--- config.mk ---
export PLATFORM = sky130hd
export DESIGN_NAME = inner_product_feeder
export DESIGN_NICKNAME = d
export VERILOG_FILES = /design/src/rtl/inner_product_feeder.sv
export SDC_FILE = /design/constraint.sdc
export NUM_CORES = 1
export LEC_CHECK = 0
export CAP_MARGIN = 20
export CELL_PAD_IN_SITES_DETAIL_PLACEMENT = 0
export CELL_PAD_IN_SITES_GLOBAL_PLACEMENT = 1
export CORE_ASPECT_RATIO = 1.5
export CORE_MARGIN = 4
export CORE_UTILIZATION = 40
export DETAILED_ROUTE_END_ITERATION = 10
export PLACE_DENSITY_LB_ADDON = 0.3
export SETUP_SLACK_MARGIN = 0.2
export SYNTH_ARGS = -nofsm -noshare
export SYNTH_HDL_FRONTEND = slang
export SYNTH_SLANG_ARGS = --single-unit
--- constraint.sdc ---
create_clock -name clk -period 4.1 [get_ports clk]
set_clock_uncertainty 0.1 [all_clocks]
set_input_delay 0.615 -clock clk [delete_from_list [all_inputs] [get_ports clk]]
set_output_delay 0.615 -clock clk [all_outputs]
set_load 0.005 [all_outputs]
--- src/rtl/inner_product_feeder.sv ---
// Operand sequencer for the 3-element inner-product unit.
// Streams a buffered u/v vector pair, with v optionally lagging u.
module inner_product_feeder #(
    parameter int WIDTH = 32,
    parameter int DEPTH = 3,
    parameter int SKEW  = 0
) (
    input  logic                                  clk,
    input  logic                                  rst,
    input  logic                                  wr_en,
    input  logic [(DEPTH > 1 ? $clog2(DEPTH) : 1)-1:0] wr_addr,
    input  logic [WIDTH-1:0]                      wr_u,
    input  logic [WIDTH-1:0]                      wr_v,
    input  logic                                  start,
    output logic                                  busy,
    output logic                                  done,
    output logic [WIDTH-1:0]                      u_out,
    output logic                                  u_valid,
    output logic [WIDTH-1:0]                      v_out,
    output logic                                  v_valid
);

    localparam int AW = (DEPTH > 1) ? $clog2(DEPTH) : 1;
    localparam int KW = $clog2(DEPTH + SKEW + 1);

    localparam logic [KW-1:0] K_LAST  = KW'(DEPTH + SKEW - 1);
    localparam logic [KW-1:0] K_SKEW  = KW'(SKEW);
    localparam logic [KW-1:0] K_DEPTH = KW'(DEPTH);

    typedef enum logic [1:0] {
        IDLE,
        STREAM,
        DONE
    } state_t;

    state_t            state;
    logic [KW-1:0]     k;
    logic [WIDTH-1:0]  u_buf [DEPTH];
    logic [WIDTH-1:0]  v_buf [DEPTH];

    logic [DEPTH-1:0]  wr_hit;
    logic [KW-1:0]     nk;
    logic [KW:0]       vd;
    logic [KW-1:0]     vi;
    logic              u_ok;
    logic              v_ok;
    logic [WIDTH-1:0]  u_sel;
    logic [WIDTH-1:0]  v_sel;

    // Element for the next cycle; a write landing on the start edge is forwarded.
    always_comb begin
        wr_hit = '0;
        u_sel  = '0;
        v_sel  = '0;
        nk     = (state == IDLE) ? '0 : k + 1'b1;
        vd     = {1'b0, nk} - {1'b0, K_SKEW};
        vi     = vd[KW-1:0];
        u_ok   = nk < K_DEPTH;
        v_ok   = !vd[KW] && (vi < K_DEPTH);
        for (int i = 0; i < DEPTH; i++) begin
            wr_hit[i] = (state == IDLE) && wr_en && (wr_addr == AW'(i));
        end
        for (int i = 0; i < DEPTH; i++) begin
            if (nk == KW'(i))
                u_sel = wr_hit[i] ? wr_u : u_buf[i];
            if (vi == KW'(i))
                v_sel = wr_hit[i] ? wr_v : v_buf[i];
        end
    end

    always_ff @(posedge clk or negedge rst) begin
        if (!rst) begin
            state   <= IDLE;
            k       <= '0;
            busy    <= 1'b0;
            done    <= 1'b0;
            u_out   <= '0;
            u_valid <= 1'b0;
            v_out   <= '0;
            v_valid <= 1'b0;
            for (int i = 0; i < DEPTH; i++) begin
                u_buf[i] <= '0;
                v_buf[i] <= '0;
            end
        end else begin
            for (int i = 0; i < DEPTH; i++) begin
                if (wr_hit[i]) begin
                    u_buf[i] <= wr_u;
                    v_buf[i] <= wr_v;
                end
            end
            unique case (state)
                IDLE: begin
                    done <= 1'b0;
                    if (start) begin
                        state   <= STREAM;
                        k       <= '0;
                        busy    <= 1'b1;
                        u_valid <= u_ok;
                        u_out   <= u_ok ? u_sel : '0;
                        v_valid <= v_ok;
                        v_out   <= v_ok ? v_sel : '0;
                    end
                end
                STREAM: begin
                    if (k == K_LAST) begin
                        state   <= DONE;
                        busy    <= 1'b0;
                        done    <= 1'b1;
                        u_valid <= 1'b0;
                        u_out   <= '0;
                        v_valid <= 1'b0;
                        v_out   <= '0;
                    end else begin
                        k       <= nk;
                        u_valid <= u_ok;
                        u_out   <= u_ok ? u_sel : '0;
                        v_valid <= v_ok;
                        v_out   <= v_ok ? v_sel : '0;
                    end
                end
                DONE: begin
                    state <= IDLE;
                    done  <= 1'b0;
                end
                default: begin
                    state <= IDLE;
                end
            endcase
        end
    end

endmodule

==> results.yml <==
status:
  run_status: "complete, no violations"
grt:
  track_usage_pct: 20.0
  grt_max_degree: 103
  grt_antenna_before_repair: 0
  grt_pass1_wl_microns: 52500
  grt_overflow: 0
  first_global_vias: 9291
worst_setup_path:
  rrSetupSlack_ns: 1.54
  timing.rr.end: "u_out[13]$_DFFE_PN0P_"
  crit_type: "reg2reg"
  max_stage_delay_ns: 0.49
  category_of_the_worst_setup_path_launch_point: "register"
  critical-path-slowest-cell: "sky130_fd_sc_hd__ha_1"
  timing.reg2reg.worst_path_depth: 7
  worst_ep_required_time_ns: 4.43
  path_cells: "inv_1 > ha_1 > nor2_1 > o22ai_4 > buf_12 > a32oi_1 > a31oi_1"
  worst_setup_end_kind: "register"
  r2r-start: "k[0]$_DFFE_PN0P_"
  largest_fanout_of_any_net_on_the_critical_path: 57
  worst-endpoint-arrival_ns: 2.89
routing:
  drt_wl_total_microns: 33000
  drt_first_iter_violations: 520
  average_detailed_routed_wire_length_per_instance_microns: 21.5
  ant_nets: 0
  drtPass1Iterations: 5
  drt_drc_violations_left: 0
  route.vias.total: 9164
  route.detailed.vias_per_inst: 5.96
clocking:
  htree_levels: 1
  number_of_buffers_on_the_longest_clock_path: 3
  tritoncts: "done"
  clkTransAtPathRegs_ns: 0.06
  clkLatencyLatePin_ns: 0.52
  cts_root_buffer_type: "sky130_fd_sc_hd__clkbuf_16"
  cts-buffers-inserted: 26
  cts_num_sinks: 263
  cts.repair_timing.setup_buffer_count: 0
  cts-hold-fix-buffers: 0
  post_cts.resized_instances: 0
timing:
  rsz0062_at_grt: "false"
  fmax_ghz: 0.390
  final_period_minus_worst_setup_slack_ns: 2.56
  setup_total_negative_slack_ns: 0
  hold_viol: 0
  min_period_over_period_pct: 62.5
  finalMaxSlewViolations: 0
  holdWs_ns: 0.0534
  maxSlewHeadroom_pct: 33.2
  tightestPinTransition_ns: 1.00
  final-setup-viol-count: 0
synth:
  number_of_unique_standard_cell_types_used_by_synthesis: 34
  yosysSeqAreaShare_pct: 55.4
  yosys.area.top_type_share_pct: 55.4
  synthesis.yosys.warnings: 0
  synth.area.top_cells: "sky130_fd_sc_hd__dfrtp_1 55%, sky130_fd_sc_hd__mux2_2 12%, sky130_fd_sc_hd__nand2_1 6.1%"
  synthesis.area_per_instance_sq_um: 11.5
  syn-cell-area_sq_mm: 0.0119
  syn-instance-count: 1036
  synthesis.nets: 1108
  synth_top_area_cell: "sky130_fd_sc_hd__dfrtp_1"
  ys_seq_elements: 263
layout:
  diodes: 0
  fill_cells: 2738
  finalNonFillerCells: 1538
  layout-drive-gt1-share_pct: 18.5
  multi_input_comb_area_sq_mm: 0.00485
  finished_layout_cell_area_sq_mm: 0.0145
  nNetsFinal: 1196
  register_area_sq_mm: 0.00658
  layout-area-overhead-vs-synth_pct: 21.9
floorplan:
  die-area_sq_mm: 0.0326
  initial_core_util_pct: 40.4
  io-pin-count: 138
  chip_width_microns: 149
  core-area_sq_mm: 0.0294
  die_height_microns: 219
  row_count: 77
pwr:
  design_power_total_mw: 12.1
  power.ir.vdd_worst_mv: 0.554
  power_density_mw_per_mm2: 837
  static-leakage-power_nw: 6.08
placed_design:
  post_dp_cell_area_sq_mm: 0.0136
  dp_hpwl_microns: 17900
  input_output_buffers: 137
  place_congestion: 0.735
  placedCellCount: 1491
worst_hold_path:
  hold_class: "in2async"
flow_run:
  maxCapViolCount: 0
## layout make-up
| class | count | area share (%) |
|---|---|---|
| Timing Repair Buffer | 156 | 11.2 |
| Inverter | 6 | 0.164 |
| Tap cell | 395 | 3.41 |
| Clock buffer | 40 | 5.49 |
| Multi-Input combinational cell | 671 | 33.5 |
| Clock inverter | 7 | 0.795 |
| Sequential cell | 263 | 45.5 |
## critical path: cells and delay by family (launching register included)
kind,cells,cell delay [ns]
buffers and inverters,2,0.51
adders and majority gates,1,0.49
and+or+nand+nor,1,0.12
AOI/OAI and AO/OA,3,0.76
DFF,1,0.42
## per-layer routing
metal / GRT usage (%) / share of wire, % / up-vias
met5: 0 / 0 / -
met4: 5.95 / 2.5 / 0
met3: 2.29 / 5.9 / 51
met2: 34.8 / 51 / 323
met1: 26.3 / 41 / 4739
li1: - / - / 4051
## cells in the final DEF (no fill, tap or decap), types with 2 or more instances in the layout
master                              n
sky130_fd_sc_hd__nand3b_1          65
sky130_fd_sc_hd__inv_1              5
sky130_fd_sc_hd__nand3_1           65
sky130_fd_sc_hd__o21ai_0            4
sky130_fd_sc_hd__bufinv_16          3
sky130_fd_sc_hd__dfrtp_1          263
sky130_fd_sc_hd__buf_4             11
sky130_fd_sc_hd__clkbuf_8           7
sky130_fd_sc_hd__a21oi_1            2
sky130_fd_sc_hd__a32oi_1           64
sky130_fd_sc_hd__clkinv_2           3
sky130_fd_sc_hd__a31oi_1           64
sky130_fd_sc_hd__clkinvlp_4         2
sky130_fd_sc_hd__a221oi_2          14
sky130_fd_sc_hd__nand2_1          193
sky130_fd_sc_hd__clkbuf_16         27
sky130_fd_sc_hd__mux2_1             4
sky130_fd_sc_hd__nor2_1             2
sky130_fd_sc_hd__clkbuf_1           6
sky130_fd_sc_hd__clkdlybuf4s50_1  136
sky130_fd_sc_hd__nor2b_4            2
sky130_fd_sc_hd__a221oi_1          50
sky130_fd_sc_hd__buf_12             8
sky130_fd_sc_hd__nand2_2            2
sky130_fd_sc_hd__mux2_2           124
sky130_fd_sc_hd__ha_1               2
## how the worst max path moves through the flow
stage | start | end | slack (ns) | cells after the start
6_report | k[0]$_DFFE_PN0P_ | u_out[13]$_DFFE_PN0P_ | 1.54 | 7
5_1_grt | state[0]$_DFFE_PN0P_ | v_out[29]$_DFFE_PN0P_ | 1.40 | 5
4_1_cts | state[0]$_DFFE_PN0P_ | u_out[10]$_DFFE_PN0P_ | 1.53 | 5
3_5_place_dp | wr_addr[1] | v_out[27]$_DFFE_PN0P_ | 1.28 | 6
3_3_place_gp | wr_addr[0] | v_buf[23]$_DFF_PN0_ | 1.29 | 4
2_1_floorplan | k[0]$_DFFE_PN0P_ | u_out[0]$_DFFE_PN0P_ | 2.10 | 8
## registers in the layout, indices dropped and copies added (netlist names), 2 cells and up
signal	count
k	2
state	2
u_buf	96
u_out	32
v_buf	96
v_out	32
## Yosys cell counts
cell / count
sky130_fd_sc_hd__a32oi_1: 64
sky130_fd_sc_hd__a21oi_1: 2
sky130_fd_sc_hd__nand2_1: 194
sky130_fd_sc_hd__nand4b_1: 1
sky130_fd_sc_hd__a22oi_1: 1
sky130_fd_sc_hd__buf_4: 3
sky130_fd_sc_hd__clkbuf_1: 48
sky130_fd_sc_hd__nand2b_1: 2
sky130_fd_sc_hd__buf_6: 7
sky130_fd_sc_hd__nand3b_1: 65
sky130_fd_sc_hd__mux2_2: 124
sky130_fd_sc_hd__nor3_4: 1
sky130_fd_sc_hd__and3_1: 1
sky130_fd_sc_hd__buf_2: 36
sky130_fd_sc_hd__mux2_1: 4
sky130_fd_sc_hd__nor2b_1: 3
sky130_fd_sc_hd__inv_1: 6
sky130_fd_sc_hd__a21o_1: 1
sky130_fd_sc_hd__a31oi_1: 64
sky130_fd_sc_hd__buf_1: 2
sky130_fd_sc_hd__nand2_2: 1
sky130_fd_sc_hd__a221oi_2: 14
sky130_fd_sc_hd__and2_1: 1
sky130_fd_sc_hd__dfrtp_1: 263
sky130_fd_sc_hd__o21ai_0: 4
sky130_fd_sc_hd__o22ai_2: 1
sky130_fd_sc_hd__nor4b_4: 1
sky130_fd_sc_hd__or2_1: 1
sky130_fd_sc_hd__a22o_1: 1
sky130_fd_sc_hd__nor2_1: 2
sky130_fd_sc_hd__o21bai_1: 1
sky130_fd_sc_hd__nand3_1: 65
sky130_fd_sc_hd__a221oi_1: 50
sky130_fd_sc_hd__ha_1: 2
## logic make-up after synthesis
family                     synth area share [%]
AOI/OAI and AO/OA                          14.2
adders and majority gates                 0.211
buffers and inverters                      4.14
DFF                                        55.4
muxes                                      12.1
and+or+nand+nor                            13.9
## stage by stage
stage | util (%) | setup WS, ns
2_1_floorplan | - | 2.10
3_3_place_gp | 46.2 | 1.29
3_5_place_dp | 46.2 | 1.28
4_1_cts | 49.3 | 1.53
5_1_grt | 49.3 | 1.40
6_report | 49.3 | 1.54
## power breakdown
group | switching, mW | internal [mW]
clock | 1.02 | 1.52
sequential | 0.677 | 3.77
combinational | 2.73 | 2.40
(Power assumes the default switching activity.)
